==> config.mk <==
export PLATFORM = sky130hd
export DESIGN_NAME = imem_loader_flat
export DESIGN_NICKNAME = d
export VERILOG_FILES = /design/src/rtl/imem_loader_pkg.sv /design/src/rtl/imem_loader_if.sv /design/src/rtl/imem_word_pack.sv /design/src/rtl/imem_loader.sv /design/src/flat_wrapper.sv
export SDC_FILE = /design/constraint.sdc
export NUM_CORES = 1
export LEC_CHECK = 0
export ABC_AREA = 1
export CELL_PAD_IN_SITES_DETAIL_PLACEMENT = 1
export CELL_PAD_IN_SITES_GLOBAL_PLACEMENT = 1
export CORE_ASPECT_RATIO = 1.1
export CORE_MARGIN = 4
export CORE_UTILIZATION = 39
export DETAILED_ROUTE_END_ITERATION = 6
export HOLD_SLACK_MARGIN = 0.03
export PLACE_DENSITY = 0.89
export SYNTH_ARGS = -nofsm -noshare
export SYNTH_HDL_FRONTEND = slang
export SYNTH_SLANG_ARGS = --single-unit
==> constraint.sdc <==
create_clock -name clock -period 2.24 [get_ports clock]
set_clock_uncertainty 0.05 [all_clocks]
set_input_delay 0.448 -clock clock [delete_from_list [all_inputs] [get_ports clock]]
set_output_delay 0.448 -clock clock [all_outputs]
set_load 0.02 [all_outputs]
==> src/rtl/imem_loader_pkg.sv <==
// rtl/imem_loader_pkg.sv - shared state type and length helpers for the instruction memory loader
package imem_loader_pkg;

    typedef enum logic [2:0] {
        ST_IDLE,
        ST_LEN_LO,
        ST_LEN_HI,
        ST_DATA,
        ST_WRITE,
        ST_DONE,
        ST_ERR
    } ld_state_t;

    localparam int LEN_BYTES = 2;

    // A zero-length or oversized image can never be loaded without wrapping the address.
    function automatic logic len_invalid(input logic [8*LEN_BYTES-1:0] n, input int unsigned words);
        return (n == '0) || (32'(n) > words);
    endfunction

endpackage

==> src/rtl/imem_loader_if.sv <==
// rtl/imem_loader_if.sv - byte stream in, instruction memory write port out
interface imem_loader_if #(
    parameter int DWIDTH = 32,
    parameter int AWIDTH = 6
);
    logic [7:0]        rx_data;
    logic              rx_valid;
    logic              rx_ready;
    logic              we;
    logic [AWIDTH-1:0] waddr;
    logic [DWIDTH-1:0] wdata;

    modport master (
        input  rx_data, rx_valid,
        output rx_ready, we, waddr, wdata
    );

    modport slave (
        output rx_data, rx_valid,
        input  rx_ready, we, waddr, wdata
    );
endinterface

==> src/rtl/imem_word_pack.sv <==
// rtl/imem_word_pack.sv - little-endian byte packer; first byte shifted in ends up in bits [7:0]
module imem_word_pack #(
    parameter int DWIDTH = 32
) (
    input  logic              clock,
    input  logic              nReset,
    input  logic              clear,
    input  logic              shift,
    input  logic [7:0]        din,
    output logic [DWIDTH-1:0] word,
    output logic              last,
    output logic              full
);
    localparam int BYTES = DWIDTH / 8;
    localparam int CW    = $clog2(BYTES + 1);

    logic [CW-1:0]     cnt;
    logic [DWIDTH-1:0] shifted;

    generate
        if (BYTES > 1) begin : g_multi
            assign shifted = {din, word[DWIDTH-1:8]};
        end else begin : g_single
            assign shifted = din;
        end
    endgenerate

    always_ff @(posedge clock or negedge nReset) begin
        if (!nReset) begin
            word <= '0;
            cnt  <= '0;
        end else if (clear) begin
            cnt <= '0;
        end else if (shift) begin
            word <= shifted;
            cnt  <= cnt + 1'b1;
        end
    end

    assign last = (cnt == CW'(BYTES - 1));
    assign full = (cnt == CW'(BYTES));

endmodule

==> src/rtl/imem_loader.sv <==
// rtl/imem_loader.sv - boot loader: length-prefixed byte frame into instruction memory, CPU hold control
module imem_loader
    import imem_loader_pkg::*;
#(
    parameter int DWIDTH    = 32,
    parameter int AWIDTH    = 6,
    parameter bit BOOT_HOLD = 1'b1
) (
    input  logic          clock,
    input  logic          nReset,
    input  logic          start,
    imem_loader_if.master bus,
    output logic          cpu_hold,
    output logic          busy,
    output logic          done,
    output logic          err
);
    localparam int unsigned WORDS = 1 << AWIDTH;

    ld_state_t         state, state_n;
    logic [15:0]       len_q;
    logic [AWIDTH:0]   index_q;
    logic              hold_q, err_q;
    logic [DWIDTH-1:0] packed_word;
    logic              pack_last, pack_full;

    logic xfer, last_word;
    logic load_lo, load_hi, pack_shift, pack_clear;
    logic idx_clr, idx_inc, set_err, begin_load, release_cpu;

    assign xfer      = bus.rx_valid && bus.rx_ready;
    assign last_word = (16'(index_q) == (len_q - 16'd1));

    imem_word_pack #(.DWIDTH(DWIDTH)) u_pack (
        .clock  (clock),
        .nReset (nReset),
        .clear  (pack_clear),
        .shift  (pack_shift),
        .din    (bus.rx_data),
        .word   (packed_word),
        .last   (pack_last),
        .full   (pack_full)
    );

    always_ff @(posedge clock or negedge nReset) begin
        if (!nReset) state <= ST_IDLE;
        else         state <= state_n;
    end

    always_comb begin
        state_n     = state;
        load_lo     = 1'b0;
        load_hi     = 1'b0;
        pack_shift  = 1'b0;
        pack_clear  = 1'b0;
        idx_clr     = 1'b0;
        idx_inc     = 1'b0;
        set_err     = 1'b0;
        begin_load  = 1'b0;
        release_cpu = 1'b0;
        case (state)
            ST_IDLE: if (start) begin
                begin_load = 1'b1;
                pack_clear = 1'b1;
                idx_clr    = 1'b1;
                state_n    = ST_LEN_LO;
            end
            ST_LEN_LO: if (xfer) begin
                load_lo = 1'b1;
                state_n = ST_LEN_HI;
            end
            ST_LEN_HI: if (xfer) begin
                load_hi = 1'b1;
                if (len_invalid({bus.rx_data, len_q[7:0]}, WORDS)) begin
                    set_err = 1'b1;
                    state_n = ST_ERR;
                end else begin
                    state_n = ST_DATA;
                end
            end
            ST_DATA: if (xfer) begin
                pack_shift = 1'b1;
                if (pack_last) state_n = ST_WRITE;
            end
            ST_WRITE: begin
                if (last_word) begin
                    release_cpu = 1'b1;
                    state_n     = ST_DONE;
                end else begin
                    idx_inc    = 1'b1;
                    pack_clear = 1'b1;
                    state_n    = ST_DATA;
                end
            end
            ST_DONE: state_n = ST_IDLE;
            ST_ERR:  state_n = ST_IDLE;
            default: state_n = ST_IDLE;
        endcase
    end

    always_ff @(posedge clock or negedge nReset) begin
        if (!nReset) begin
            len_q   <= '0;
            index_q <= '0;
            hold_q  <= BOOT_HOLD;
            err_q   <= 1'b0;
        end else begin
            if (load_lo) len_q[7:0]  <= bus.rx_data;
            if (load_hi) len_q[15:8] <= bus.rx_data;
            if (idx_clr)      index_q <= '0;
            else if (idx_inc) index_q <= index_q + 1'b1;
            if (begin_load) begin
                hold_q <= 1'b1;
                err_q  <= 1'b0;
            end
            if (set_err)     err_q  <= 1'b1;
            if (release_cpu) hold_q <= 1'b0;
        end
    end

    // The packer is always full in WRITE; the extra term keeps a stray write impossible.
    assign bus.we       = (state == ST_WRITE) && pack_full;
    assign bus.waddr    = index_q[AWIDTH-1:0];
    assign bus.wdata    = packed_word;
    assign bus.rx_ready = (state == ST_LEN_LO) || (state == ST_LEN_HI) || (state == ST_DATA);
    assign busy         = (state != ST_IDLE);
    assign done         = (state == ST_DONE);
    assign err          = err_q;
    assign cpu_hold     = hold_q;

endmodule

==> src/flat_wrapper.sv <==
// flat-port wrapper written by rule: the top's interface ports become plain ports
module imem_loader_flat import imem_loader_pkg::*;
#(
    parameter int DWIDTH    = 32,
    parameter int AWIDTH    = 6,
    parameter bit BOOT_HOLD = 1'b1
)
  (clock, nReset, start, cpu_hold, busy, done, err, bus_rx_data, bus_rx_valid, bus_rx_ready, bus_we, bus_waddr, bus_wdata);
  imem_loader_if #(.DWIDTH(DWIDTH), .AWIDTH(AWIDTH)) bus_i ();
  input  logic clock;
  input  logic nReset;
  input  logic start;
  output logic cpu_hold;
  output logic busy;
  output logic done;
  output logic err;
  input wire logic [$bits(bus_i.rx_data)-1:0] bus_rx_data;
  input wire logic [$bits(bus_i.rx_valid)-1:0] bus_rx_valid;
  output wire logic [$bits(bus_i.rx_ready)-1:0] bus_rx_ready;
  output wire logic [$bits(bus_i.we)-1:0] bus_we;
  output wire logic [$bits(bus_i.waddr)-1:0] bus_waddr;
  output wire logic [$bits(bus_i.wdata)-1:0] bus_wdata;
  assign bus_i.rx_data = bus_rx_data;
  assign bus_i.rx_valid = bus_rx_valid;
  assign bus_rx_ready = bus_i.rx_ready;
  assign bus_we = bus_i.we;
  assign bus_waddr = bus_i.waddr;
  assign bus_wdata = bus_i.wdata;
  imem_loader #(.DWIDTH(DWIDTH), .AWIDTH(AWIDTH), .BOOT_HOLD(BOOT_HOLD)) u_core (.clock(clock), .nReset(nReset), .start(start), .bus(bus_i), .cpu_hold(cpu_hold), .busy(busy), .done(done), .err(err));
endmodule
==> flow_metrics.env <==
export IMPL_status="finished, final reports clean"
export IMPL_crit_path_top_delay_cell="clkdlybuf4s50_1"
export IMPL_path_clk_slew_ps=80
export IMPL_antenna_found_initial=0
export IMPL_r2r_cells=13
export IMPL_overflow=0
export IMPL_peakVddDrop_uv=699
export IMPL_grt_max_degree=64
export IMPL_critPathCapture="bus_rx_ready"
export IMPL_cts_hold_buffers_added=0
export IMPL_setup_violations=0
export IMPL_fin_setup_tns_ps=0
export IMPL_fillers=1023
export IMPL_cp_num_cells=3
export IMPL_hp_class="primary input to async pin"
export IMPL_yosysSeqAreaShare_pct=47.7
export IMPL_crit_type="flop to primary output"
export IMPL_core_area_mm2=0.00808
export IMPL_maxCapViolCount=0
export IMPL_clock_fmax_ghz=0.462
export IMPL_clk_insertion_delay_late_ps=340
export IMPL_antenna_left=0
export IMPL_fp_dieW_um=95.8
export IMPL_synth_top_area_share_pct=46.9
export IMPL_drt_iter0_drc=87
export IMPL_crit_top_cell="nor2_1"
export IMPL_track_usage_pct=20.3
export IMPL_n_antenna_cell=0
export IMPL_synth_cell_types=31
export IMPL_yosys_top_cells_area="dfrtp_1 47%, nand2_1 17%, o21ai_0 6.7%, inv_1 6.2%, nor2_1 3.2%"
export IMPL_final_max_slew_violation_count=0
export IMPL_cts_root_buf="clkbuf_8"
export IMPL_synthToLayoutAreaGrowth_pct=27.1
export IMPL_routedWlPerCell_um=15.9
export IMPL_pin_count=56
export IMPL_start_util_pct=40.9
export IMPL_yosysMostFrequentCell="nand2_1"
export IMPL_critPathLaunch="u_core.state[1]"
export IMPL_clock_sinks=63
export IMPL_synth_top_area_cell="dfrtp_1"
export IMPL_placed_cells=589
export IMPL_r2r_slack_ps=130
export IMPL_hold_viol_final=0
export IMPL_route_detailed_drc=0
export IMPL_final_nets=511
export IMPL_critPathLaunchType="flop"
export IMPL_final_core_util_pct=52.0
export IMPL_cp_top_family="buffers and inverters"
export IMPL_cts_tree="yes"
export IMPL_synth_cell_area_mm2=0.00331
export IMPL_layout_cells_non_filler=607
export IMPL_synth_nets=453
export IMPL_required_ps=1740
export IMPL_portBuffers=55
export IMPL_syn_avg_cell_area_um2=7.58
export IMPL_yosys_warnings=0
export IMPL_grt_pass1_vias=3282
export IMPL_r2r_end="u_core.index_q[0]"
export IMPL_synth_seq_cells=63
export IMPL_drive_gt1_share_pct=10.6
export IMPL_viasPerCell=4.99
export IMPL_synth_edff_count=0
export IMPL_p_leak_nw=2.07
export IMPL_wl_um=9620
export IMPL_max_stage_delay_ps=640
export IMPL_h_tree_depth=3
export IMPL_die_h_um=105
export IMPL_gp_congestion=0.877
export IMPL_post_route_min_period_ps=2170
export IMPL_ys_top_cells_by_count="154 x nand2_1, 62 x dfrtp_1, 55 x inv_1, 44 x o21ai_0, 28 x nor2_1"
export IMPL_yosys_most_used_dff="dfrtp_1"
export IMPL_crit_path_end_kind="primary output"
export IMPL_numCtsBuffers=9
export IMPL_via_count=3030
export IMPL_async_reset_ff_share_pct=100
export IMPL_critPathMaxFanout=5
export IMPL_syn_inst=436
export IMPL_worst_pin_slew_ps=471
export IMPL_grt_pass1_wl_um=16100
export IMPL_reg2reg_from="u_core.len_q[0]"
export IMPL_clockBufferDepth=2
export IMPL_rows=34
export IMPL_hold_slack_ps=59.5
export IMPL_total_power_w=0.00583
export IMPL_dr_pass1_iters=4
export IMPL_cp_cell_sequence="nor2_1 -> nor2_1 -> clkdlybuf4s50_1"
export IMPL_post_dp_hpwl_um=6980
export IMPL_power_density_mw_per_mm2=1390
export IMPL_arrival_ps=1670
export IMPL_slew_headroom_pct=68.5
export IMPL_path_buf_inv=1
export IMPL_dieArea_mm2=0.0100
export IMPL_post_route_period_util_pct=96.7
## worst min-delay path by stage
| stage | from | to | slack, ps | depth (start not counted) |
|---|---|---|---|---|
| finish | nReset | u_core.len_q[15] | 60 | 2 |
| global route | nReset | u_core.len_q[11] | 80 | 2 |
| CTS | nReset | u_core.index_q[1] | 70 | 2 |
| detailed placement | u_core.cpu_hold | u_core.cpu_hold | 410 | 2 |
| global placement | u_core.cpu_hold | u_core.cpu_hold | 400 | 2 |
| floorplan | nReset | u_core.err | 100 | 0 |
## layout make-up
class                   count  area [µm²]  share of cell area (%)
clock buffers              10         128                    3.04
clock inverters             6        61.3                    1.46
inverters                  58         218                    5.18
multi-input cells         299        1460                    34.8
flip-flops and latches     63        1580                    37.6
well taps                 108         135                    3.22
repair buffers             63         617                    14.7
## sequential cells by signal (all words and copies together) (netlist names)
name                count
u_core.u_pack.cnt       3
u_core.err              1
u_core.cpu_hold         1
u_core.index_q          7
u_core.state            3
u_core.u_pack.word     32
u_core.len_q           16
## what timing repair did
item                                    CTS  global route
cloned                                    0             0
endpoints found under the setup margin    2             9
setup buffers                             0             2
resized for setup                         2            14
pin swaps                                 0             2
## per-layer routing
| layer | up-vias | global-route usage (%) | routed length (µm) |
|---|---|---|---|
| li1 | 1467 | - | - |
| met1 | 1483 | 25.4 | 4110 |
| met2 | 62 | 34.0 | 4850 |
| met5 | - | 0 | 0 |
| met3 | 18 | 6.04 | 461 |
| met4 | 0 | 5.39 | 197 |
## worst register-to-register path: cells and delay by family (launching register included)
family,cells,cell delay [ps]
DFF,1,420
buffers and inverters,2,230
xor gates and xnor gates,1,120
adders and majority gates,1,210
and+or+nand+nor,9,980
## kinds of logic (layout without fill, tap and decap cells)
group           after synthesis  in the layout  synth area share (%)
fa+ha+maj                     5              5                  1.89
simple gates                235            235                  30.5
flops                        63             63                  47.7
xor+xnor                      8              8                  2.53
buf+inv                      74            137                  9.46
compound gates               51             51                  7.87
## through the flow
stage	worst slack, ps	instance area [µm²]
3_3_place_gp	202	3950
4_1_cts	39.7	4140
2_1_floorplan	505	3310
5_1_grt	-48.7	4200
6_report	74.8	4200
3_5_place_dp	103	3950
## power breakdown
group,internal [W],leakage [nW],total (W),switching (W)
registers,0.00157,0.814,0.00204,0.000468
logic,0.00112,1.16,0.00283,0.00171
clock network,0.000510,0.0960,0.000962,0.000452
## layout by cell type, fill, tap and decap left out, drive strengths merged
cell,n
nand2,159
dfrtp,62
inv,57
clkdlybuf4s50,52
o21ai,47
nor2,38
nand3,22
clkbuf,10
buf,9
nor3,8
xor2,5
nand4,5
ha,5
clkinv,5
a21oi,2
xnor2,2
nand3b,2
xnor3,1
a31o,1
a31oi,1
or2,1
clkinvlp,1
bufinv,1
clkdlybuf4s15,1
dlygate4sd2,1
dfstp,1
(Power assumes the default switching activity.)
